File: src/rtl/uart_tx_scheduler_pkg.sv
// Shared types for the UART TX scheduler: FSM encoding, requester indices, idle byte.
// Also holds the round-robin index helpers used by the picker and the top.
package uart_tx_scheduler_pkg;

  typedef enum logic [2:0] {
    ST_IDLE,
    ST_START,
    ST_WAIT_BUSY,
    ST_WAIT_DONE,
    ST_GAP
  } state_e;

  localparam logic [1:0] MOUSE = 2'd0;
  localparam logic [1:0] KEY   = 2'd1;
  localparam logic [1:0] CLICK = 2'd2;

  localparam logic [7:0] IDLE_BYTE = 8'hFF;

  function automatic logic [1:0] rr_next(input logic [1:0] idx);
    return (idx >= CLICK) ? MOUSE : idx + 2'd1;
  endfunction

  function automatic logic [1:0] onehot_to_idx(input logic [2:0] oh);
    if (oh[1]) return KEY;
    else if (oh[2]) return CLICK;
    else return MOUSE;
  endfunction

endpackage

File: src/rtl/tx_rr_picker.sv
// Round-robin requester pick, purely combinational (zero latency, no backpressure).
// Search starts one past last_grant and wraps modulo 3.
module tx_rr_picker
  import uart_tx_scheduler_pkg::*;
(
  input  logic [2:0] req,
  input  logic [1:0] last_grant,
  output logic [2:0] pick
);

  logic [1:0] idx0;
  logic [1:0] idx1;
  logic [1:0] idx2;

  always_comb begin
    idx0 = rr_next(last_grant);
    idx1 = rr_next(idx0);
    idx2 = rr_next(idx1);
    pick = '0;
    if (req[idx0])      pick[idx0] = 1'b1;
    else if (req[idx1]) pick[idx1] = 1'b1;
    else if (req[idx2]) pick[idx2] = 1'b1;
  end

endmodule

File: src/rtl/uart_tx_scheduler.sv
// Credit-gated round-robin scheduler feeding a UART TX: grant at N+1, tx_start at N+2.
// Backpressure: no credits holds IDLE; tx_busy and the inter-frame gap stall further grants.
module uart_tx_scheduler
  import uart_tx_scheduler_pkg::*;
#(
  parameter int GAP_CYCLES   = 16,
  parameter int CREDIT_MAX   = 4,
  parameter int BUSY_TIMEOUT = 8
) (
  input  logic       clk,
  input  logic       reset,
  input  logic [2:0] req,
  input  logic [7:0] req_data0,
  input  logic [7:0] req_data1,
  input  logic [7:0] req_data2,
  input  logic       rx_ready,
  input  logic       tx_busy,
  output logic       tx_start,
  output logic [7:0] tx_data,
  output logic [2:0] grant,
  output logic [2:0] credits,
  output logic       tx_error
);

  localparam int GAP_W  = $clog2(GAP_CYCLES + 1);
  localparam int BUSY_W = $clog2(BUSY_TIMEOUT + 1);

  state_e            state_q, state_d;
  logic [2:0]        credits_q, credits_d;
  logic [1:0]        last_grant_q, last_grant_d;
  logic [GAP_W-1:0]  gap_q, gap_d;
  logic [BUSY_W-1:0] busy_cnt_q, busy_cnt_d;
  logic [7:0]        tx_data_q, tx_data_d;
  logic [2:0]        grant_q, grant_d;
  logic              tx_start_q, tx_start_d;
  logic              tx_error_q, tx_error_d;
  logic              run_q;
  logic              credit_dec;
  logic [2:0]        pick;

  tx_rr_picker u_picker (
    .req        (req),
    .last_grant (last_grant_q),
    .pick       (pick)
  );

  // Reset release is taken through one flop so nothing moves on the first edge after release.
  always_ff @(posedge clk or negedge reset) begin
    if (!reset) run_q <= 1'b0;
    else        run_q <= 1'b1;
  end

  always_comb begin
    state_d      = state_q;
    credits_d    = credits_q;
    last_grant_d = last_grant_q;
    gap_d        = gap_q;
    busy_cnt_d   = busy_cnt_q;
    tx_data_d    = tx_data_q;
    grant_d      = '0;
    tx_start_d   = 1'b0;
    tx_error_d   = 1'b0;
    credit_dec   = 1'b0;
    if (run_q) begin
      unique case (state_q)
        ST_IDLE: begin
          if (credits_q != 3'd0 && req != 3'b000) begin
            grant_d      = pick;
            last_grant_d = onehot_to_idx(pick);
            tx_data_d    = pick[0] ? req_data0 : (pick[1] ? req_data1 : req_data2);
            state_d      = ST_START;
          end
        end
        ST_START: begin
          tx_start_d = 1'b1;
          credit_dec = 1'b1;
          busy_cnt_d = '0;
          state_d    = ST_WAIT_BUSY;
        end
        ST_WAIT_BUSY: begin
          if (tx_busy) begin
            state_d = ST_WAIT_DONE;
          end else if (busy_cnt_q == BUSY_W'(BUSY_TIMEOUT - 1)) begin
            tx_error_d = 1'b1;
            gap_d      = GAP_W'(GAP_CYCLES - 1);
            state_d    = ST_GAP;
          end else begin
            busy_cnt_d = busy_cnt_q + 1'b1;
          end
        end
        ST_WAIT_DONE: begin
          if (!tx_busy) begin
            gap_d   = GAP_W'(GAP_CYCLES - 1);
            state_d = ST_GAP;
          end
        end
        ST_GAP: begin
          if (gap_q == '0) state_d = ST_IDLE;
          else             gap_d   = gap_q - 1'b1;
        end
        default: state_d = ST_IDLE;
      endcase

      // A credit returned in the same cycle as a START cancels the decrement, even at saturation.
      if (rx_ready && credit_dec)                     credits_d = credits_q;
      else if (rx_ready && credits_q < 3'(CREDIT_MAX)) credits_d = credits_q + 3'd1;
      else if (credit_dec)                            credits_d = credits_q - 3'd1;
    end
  end

  always_ff @(posedge clk or negedge reset) begin
    if (!reset) begin
      state_q      <= ST_IDLE;
      credits_q    <= '0;
      last_grant_q <= CLICK;
      gap_q        <= '0;
      busy_cnt_q   <= '0;
      tx_data_q    <= IDLE_BYTE;
      grant_q      <= '0;
      tx_start_q   <= 1'b0;
      tx_error_q   <= 1'b0;
    end else begin
      state_q      <= state_d;
      credits_q    <= credits_d;
      last_grant_q <= last_grant_d;
      gap_q        <= gap_d;
      busy_cnt_q   <= busy_cnt_d;
      tx_data_q    <= tx_data_d;
      grant_q      <= grant_d;
      tx_start_q   <= tx_start_d;
      tx_error_q   <= tx_error_d;
    end
  end

  assign tx_start = tx_start_q;
  assign tx_data  = tx_data_q;
  assign grant    = grant_q;
  assign credits  = credits_q;
  assign tx_error = tx_error_q;

endmodule

File: config.mk
export PLATFORM = sky130hd
export DESIGN_NAME = uart_tx_scheduler
export DESIGN_NICKNAME = d
export VERILOG_FILES = /design/src/rtl/uart_tx_scheduler_pkg.sv /design/src/rtl/tx_rr_picker.sv /design/src/rtl/uart_tx_scheduler.sv
export SDC_FILE = /design/constraint.sdc
export NUM_CORES = 1
export LEC_CHECK = 0
export CORE_ASPECT_RATIO = 0.9
export CORE_MARGIN = 2
export CORE_UTILIZATION = 35
export DETAILED_ROUTE_END_ITERATION = 16
export DONT_BUFFER_PORTS = 1
export PLACE_DENSITY_LB_ADDON = 0.2
export SLEW_MARGIN = 20
export SYNTH_ARGS = -nofsm -noshare
export SYNTH_HDL_FRONTEND = slang
export SYNTH_HIERARCHICAL = 1
export SYNTH_SLANG_ARGS = --single-unit
File: constraint.sdc
create_clock -name clk -period 2.5 [get_ports clk]
set_input_delay 0.375 -clock clk [delete_from_list [all_inputs] [get_ports clk]]
set_output_delay 0.375 -clock clk [all_outputs]
set_load 0.02 [all_outputs]
* Word-level counts from Yosys, hierarchy flattened
Cells that the tools add are included.
** Storage, ports and cells
- Flip-flop bits (word level) :: 31
- Latch bits :: 0
- Bits in writable memories :: 0
- ROM bits :: 0
- Bits of input ports :: 31
- Output and inout port bits :: 16
- Word-level logic and storage cells :: 107
- Memories kept :: 0
** Cells by class
- $add $sub $neg :: 7
- $mul :: 0
- Divide/modulo/power cells :: 0
- Magnitude comparators :: 10
- Eq/ne operators :: 13
- Shift-type cells :: 0
- Muxes and demuxes :: 48
- Bitwise logic cells :: 1
- Reductions and logical operators :: 18
** Operators by type and width (number)
- 3-bit two-way mux :: 13
- 5-bit two-way mux :: 4
- 8-bit two-way mux :: 2
- 3-bit case mux with 5 select lines :: 1
- 5-bit case mux with 3 select lines :: 1
- 2-bit inequality test (second input constant) :: 7
- 1-bit two-way mux :: 13
- 2-bit two-way mux :: 5
- 2-bit by 3-bit less-than comparator with 1-bit output (second input constant) :: 3
- 3-bit nonzero test :: 3
- 4-bit two-way mux :: 2
- 4-bit case mux with 2 select lines :: 1
- 2-bit by 1-bit adder with 2-bit output (second input constant) :: 3
- 1-bit binary-select mux with 2-bit select :: 3
- 1-bit demux with 2-bit select :: 3
- 3-bit by 2-bit == test with 1-bit output (second input constant) :: 2
- 2-bit by 1-bit greater-or-equal comparator with 1-bit output (second input constant) :: 3
- 2-bit greater-or-equal comparator (second input constant) :: 3
- 1-bit logical AND :: 6
- 3-bit AND reduction :: 2
- 6-bit AND reduction :: 1
- 5-bit zero test :: 1
- 5-bit AND reduction :: 1
- 5-bit by 1-bit subtractor with 5-bit output (second input constant) :: 1
- other kinds (12) :: 13

* Longest topological paths before layout
- Word-level depth :: 16
- Gate-level depth with buffers :: 7
- Mapped depth without buffers :: 6

* Hierarchy
Netlist, hierarchy kept.
** By module, submodules not included
- uart_tx_scheduler :: times used 1, cells each 173, area each 1660.3 um2, sequential area each 787.0 um2
- tx_rr_picker :: times used 1, cells each 7, area each 51.3 um2, sequential area each 0.0 um2

* Worst setup path after synthesis
Ideal clock, no wire load.
- Kind :: reg2reg
- Start :: register state_q[2]
- End :: register gap_q[1]
- Library setup time :: 0.125 ns
- Data arrival time :: 1.778 ns
- Data required time :: 2.375 ns
- Path slack :: 0.597 ns
- Cell stages (with the launch flop) :: 6
- Path buffers :: 1
- Period minus slack after synthesis :: 1.903 ns
- Path through :: dfrtp_1 > buf_6 > or3b_2 > o21ai_0 > or2_4 > mux2_2
** On the way
- Word-level cells in the longest chain between the ends :: 3
- Elaborated cells on any way between the ends :: 10
- Those cells by class :: eq/ne (7); mux (1); reduce/logical (2)
** Ends and longest elaborated chain
- from (decl) :: line uart_tx_scheduler.sv:28 : state_e state_q, state_d;
- from (signal assigned) :: line uart_tx_scheduler.sv:123 : state_q <= state_d;
- 3-bit == test or 3-bit by 2-bit == test with 1-bit output (tied branches) :: line uart_tx_scheduler.sv:65 : unique case (state_q)
- 2-bit inequality test (no source line) or 3-bit nonzero test (tied branches)
- 6-bit AND reduction (no source line)
- to (signal assigned) :: line uart_tx_scheduler.sv:126 : gap_q <= gap_d;
- to (decl) :: line uart_tx_scheduler.sv:31 : logic [GAP_W-1:0] gap_q, gap_d;
Parallel ways exist; a longest one is shown, timed or not.
A chain may end at the register's enable or synchronous reset.

* Final worst setup path
- Start :: register state_q[1]
- End :: register gap_q[1]
Same word-level chain as after synthesis.

==> impl_metrics.csv <==
group,metric,value,unit
critical_path,worst_path_largest_cell_delay,0.50,ns
timing,hold_ws,0.289,ns
place,numPlacedInstances,236,
final_layout,utilization,39.4,%
place,place.detailed.hpwl,2600,µm
critical_path,cp.required,2.66,ns
timing,finalCriticalPeriod,2.06,ns
floorplanning,placeableCoreArea,4770,µm²
drt,avgViaCountPerCell,5.12,
cts,clock_net_sink_count,31,
timing,final.setup.tns,0,ns
critical_path,timing_worst_setup_path_type,"flop to flop",
synth,yosys_warn_count,6,
critical_path,crit_family,"simple AND/OR/NAND/NOR gates",
cts,clk_pin_slew,0.07,ns
place,port-buffer-count,0,
cts,clk_root_buffer_cell,"sky130_fd_sc_hd__clkbuf_8",
synth,post_synth_inst_count,180,
drt,wl_met2,1690,µm
drt,met3WireLength,222,µm
global_route,global_route.overflow_total,0,
drt,wl_per_cell,14.3,µm
synth,postSynthNetCount,214,
timing,min_period_over_period,82.3,%
synth,synth_largest_area_cell,"sky130_fd_sc_hd__dfrtp_1",
final_layout,final.fill_count,484,
floorplanning,fp.dieH,70.3,µm
floorplanning,initial_utilization,35.8,%
cts,cts_htree_levels,2,
drt,ant_nets,0,
synth,yosys-top-cells-count,"sky130_fd_sc_hd__dfrtp_1 (22), sky130_fd_sc_hd__nor2_1 (18), sky130_fd_sc_hd__nand2_1 (16)",
hold_path,min_path_type,"primary input to flop",
floorplanning,io_pins,47,
power,pwrdens,1120,nW/µm²
synth,post-synth-top-area-fraction,32.2,%
critical_path,timing.critical_path.slowest_stage_cell,"sky130_fd_sc_hd__or3b_2",
timing,worst_slew_margin_rel,50.3,%
critical_path,path_buf_inv,0,
cts,cts.path.max_buffers,2,
synth,synth_flop_cell,"sky130_fd_sc_hd__dfrtp_1",
floorplanning,die_width,77.7,µm
synth,syn-cell-area,1710,µm²
synth,synth-async-reset-ratio,100,%
final_layout,stdcell_count,246,
drt,detail_route.wirelength.met1,1540,µm
final_layout,layout.nets,214,
timing,hold_violations,0,
timing,worst_clock_skew,0.0124,ns
drt,drc,0,
timing,maxClockFrequency,486,MHz
floorplanning,floorplan.die_area,5470,µm²
power,max-vdd-ir-drop,0.510,mV
final_layout,areaGrowthSynthToFinish,10.0,%
final_layout,drive_gt1_share,17.1,%
status,status,"finished clean",
global_route,pin_count_of_the_biggest_net_entering_global_routing,32,
synth,count_of_state_elements_after_synthesis,31,
timing,grt_setup_unrepaired,"false",
timing,setup-violations-final,0,
critical_path,crit_path_cell_trace,"or3b_2 > o21ai_0 > or2_4 > mux2_2",
final_layout,layout.area.seq,787,µm²
drt,postRouteWirelength,3520,µm
critical_path,setup.worst_path.end_class,"flop",
timing,postLayoutSetupSlackWorst,0.442,ns
floorplanning,placementRows,24,
cts,cts.repair.resized,0,
global_route,wire_length_of_the_first_global_routing_pass,6090,µm
global_route,grt_antenna_before_repair,0,
critical_path,cp_startpoint_kind,"flop",
synth,avgSynthCellArea,9.51,µm²
synth,post_synth_num_cell_types,47,
synth,ys_seq_area_share,46.0,%
place,post-place-ws,0.481,ns
drt,first_pass_iters,4,
cts,cts_inserted_buffers,5,
critical_path,timing.critical_path.fanout_max,11,
synth,count_leader_synth,"sky130_fd_sc_hd__dfrtp_1",
synth,yosys-top-cells-area,"sky130_fd_sc_hd__dfrtp_1 (32%), sky130_fd_sc_hd__dfstp_2 (14%), sky130_fd_sc_hd__mux2i_1 (5.3%)",
synth,synth-edff-count,0,
critical_path,timing.critical_path.arrival,2.21,ns
cts,cts_tree,"built",
drt,maxUsedRoutingLayer,"met4",
final_layout,multi_input_area,841,µm²
cts,clk-insertion-delay-late,0.28,ns
global_route,track_usage,14.2,%
place,gp_congestion,0.846,
power,p_leak,0.815,nW
drt,detailedRoute.firstIterationViolations,42,
timing,timing_max_transition_violations_final,0,
flow_run,max_cap_viol_count,0,
timing,worst-slew-pin-transition,0.744,ns
drt,vias,1259,
final_layout,antenna_cells_inserted,0,
global_route,first_global_vias,1284,
[kinds of logic after synthesis]
group | count (synthesis) | synth area share (%)
adder cells (fa/ha/maj) | 3 | 2.63
buffers and inverters | 21 | 5.19
flip-flops | 31 | 46.0
other | 1 | 0.219
AND/OR/NAND/NOR | 69 | 22.2
multiplexers | 13 | 7.89
AO/OA/AOI/OAI | 41 | 15.4
XOR/XNOR | 1 | 0.512
[through the flow]
| step | area [µm²] | total power [W] |
|---|---|---|
| after floorplan | 1710 | 0.00156 |
| after global placement | 1760 | 0.00167 |
| after detailed placement | 1760 | 0.00171 |
| after CTS | 1880 | 0.00214 |
| after global routing | 1880 | 0.00230 |
| final | 1880 | 0.00212 |
[layer usage]
| layer | vias to the layer above | global-route usage (%) |
|---|---|---|
| met4 | 0 | 5.36 |
| met1 | 598 | 15.9 |
| li1 | 623 | - |
| met3 | 7 | 6.20 |
| met5 | - | 0 |
| met2 | 31 | 23.8 |
[path summary, 6_finish.rpt]
kind | from | end | slack, ns | depth (start not counted)
max | state_q[1] | gap_q[1] | 0.44 | 4
min | req_data0[4] | tx_data[4] | 0.29 | 2
max reg2reg | state_q[1] | gap_q[1] | 0.44 | 4
min reg2reg | gap_q[4] | gap_q[4] | 0.49 | 1
max in group asynchronous | reset | tx_data[3] | 1.71 | 2
min in group asynchronous | reset | busy_cnt_q[3] | 0.53 | 2
[layout by cell type (no fill, tap or decap), types with 3 or more instances in the layout]
cell	count
sky130_fd_sc_hd__a21oi_1	9
sky130_fd_sc_hd__clkbuf_8	6
sky130_fd_sc_hd__dfrtp_1	22
sky130_fd_sc_hd__dfstp_2	9
sky130_fd_sc_hd__inv_1	10
sky130_fd_sc_hd__mux2_2	4
sky130_fd_sc_hd__mux2i_1	9
sky130_fd_sc_hd__nand2_1	16
sky130_fd_sc_hd__nand3_1	3
sky130_fd_sc_hd__nor2_1	18
sky130_fd_sc_hd__nor3_1	3
sky130_fd_sc_hd__nor3b_1	5
sky130_fd_sc_hd__o21ai_0	14
sky130_fd_sc_hd__o31ai_1	3
sky130_fd_sc_hd__or3_1	3
sky130_fd_sc_hd__or3b_2	3
[power breakdown]
group	switching [W]	internal (W)
combinational	0.000361	0.000319
clock	0.000185	0.000222
sequential	0.000300	0.000731
[flip-flops by register name (all words and copies together) (netlist names)]
signal / count
tx_error: 1
tx_data: 8
state_q: 3
tx_start: 1
grant: 3
busy_cnt_q: 4
run_q: 1
credits: 3
gap_q: 5
last_grant_q: 2
[final cells by class]
class | instances | area share (%)
clock inverters | 1 | 0.266
flip-flops and latches | 31 | 41.8
well taps | 65 | 4.32
inverters | 10 | 1.99
clock buffers | 7 | 4.58
multi-input cells | 128 | 44.7
repair buffers | 4 | 2.39
[what timing repair did]
action | CTS | global route
hold endpoints to repair | 31 | 0
hold buffers | 2 | 0
buffers inserted | 0 | 0
setup endpoints to repair | 0 | 0
No activity file was read; power rests on OpenSTA's default activity.
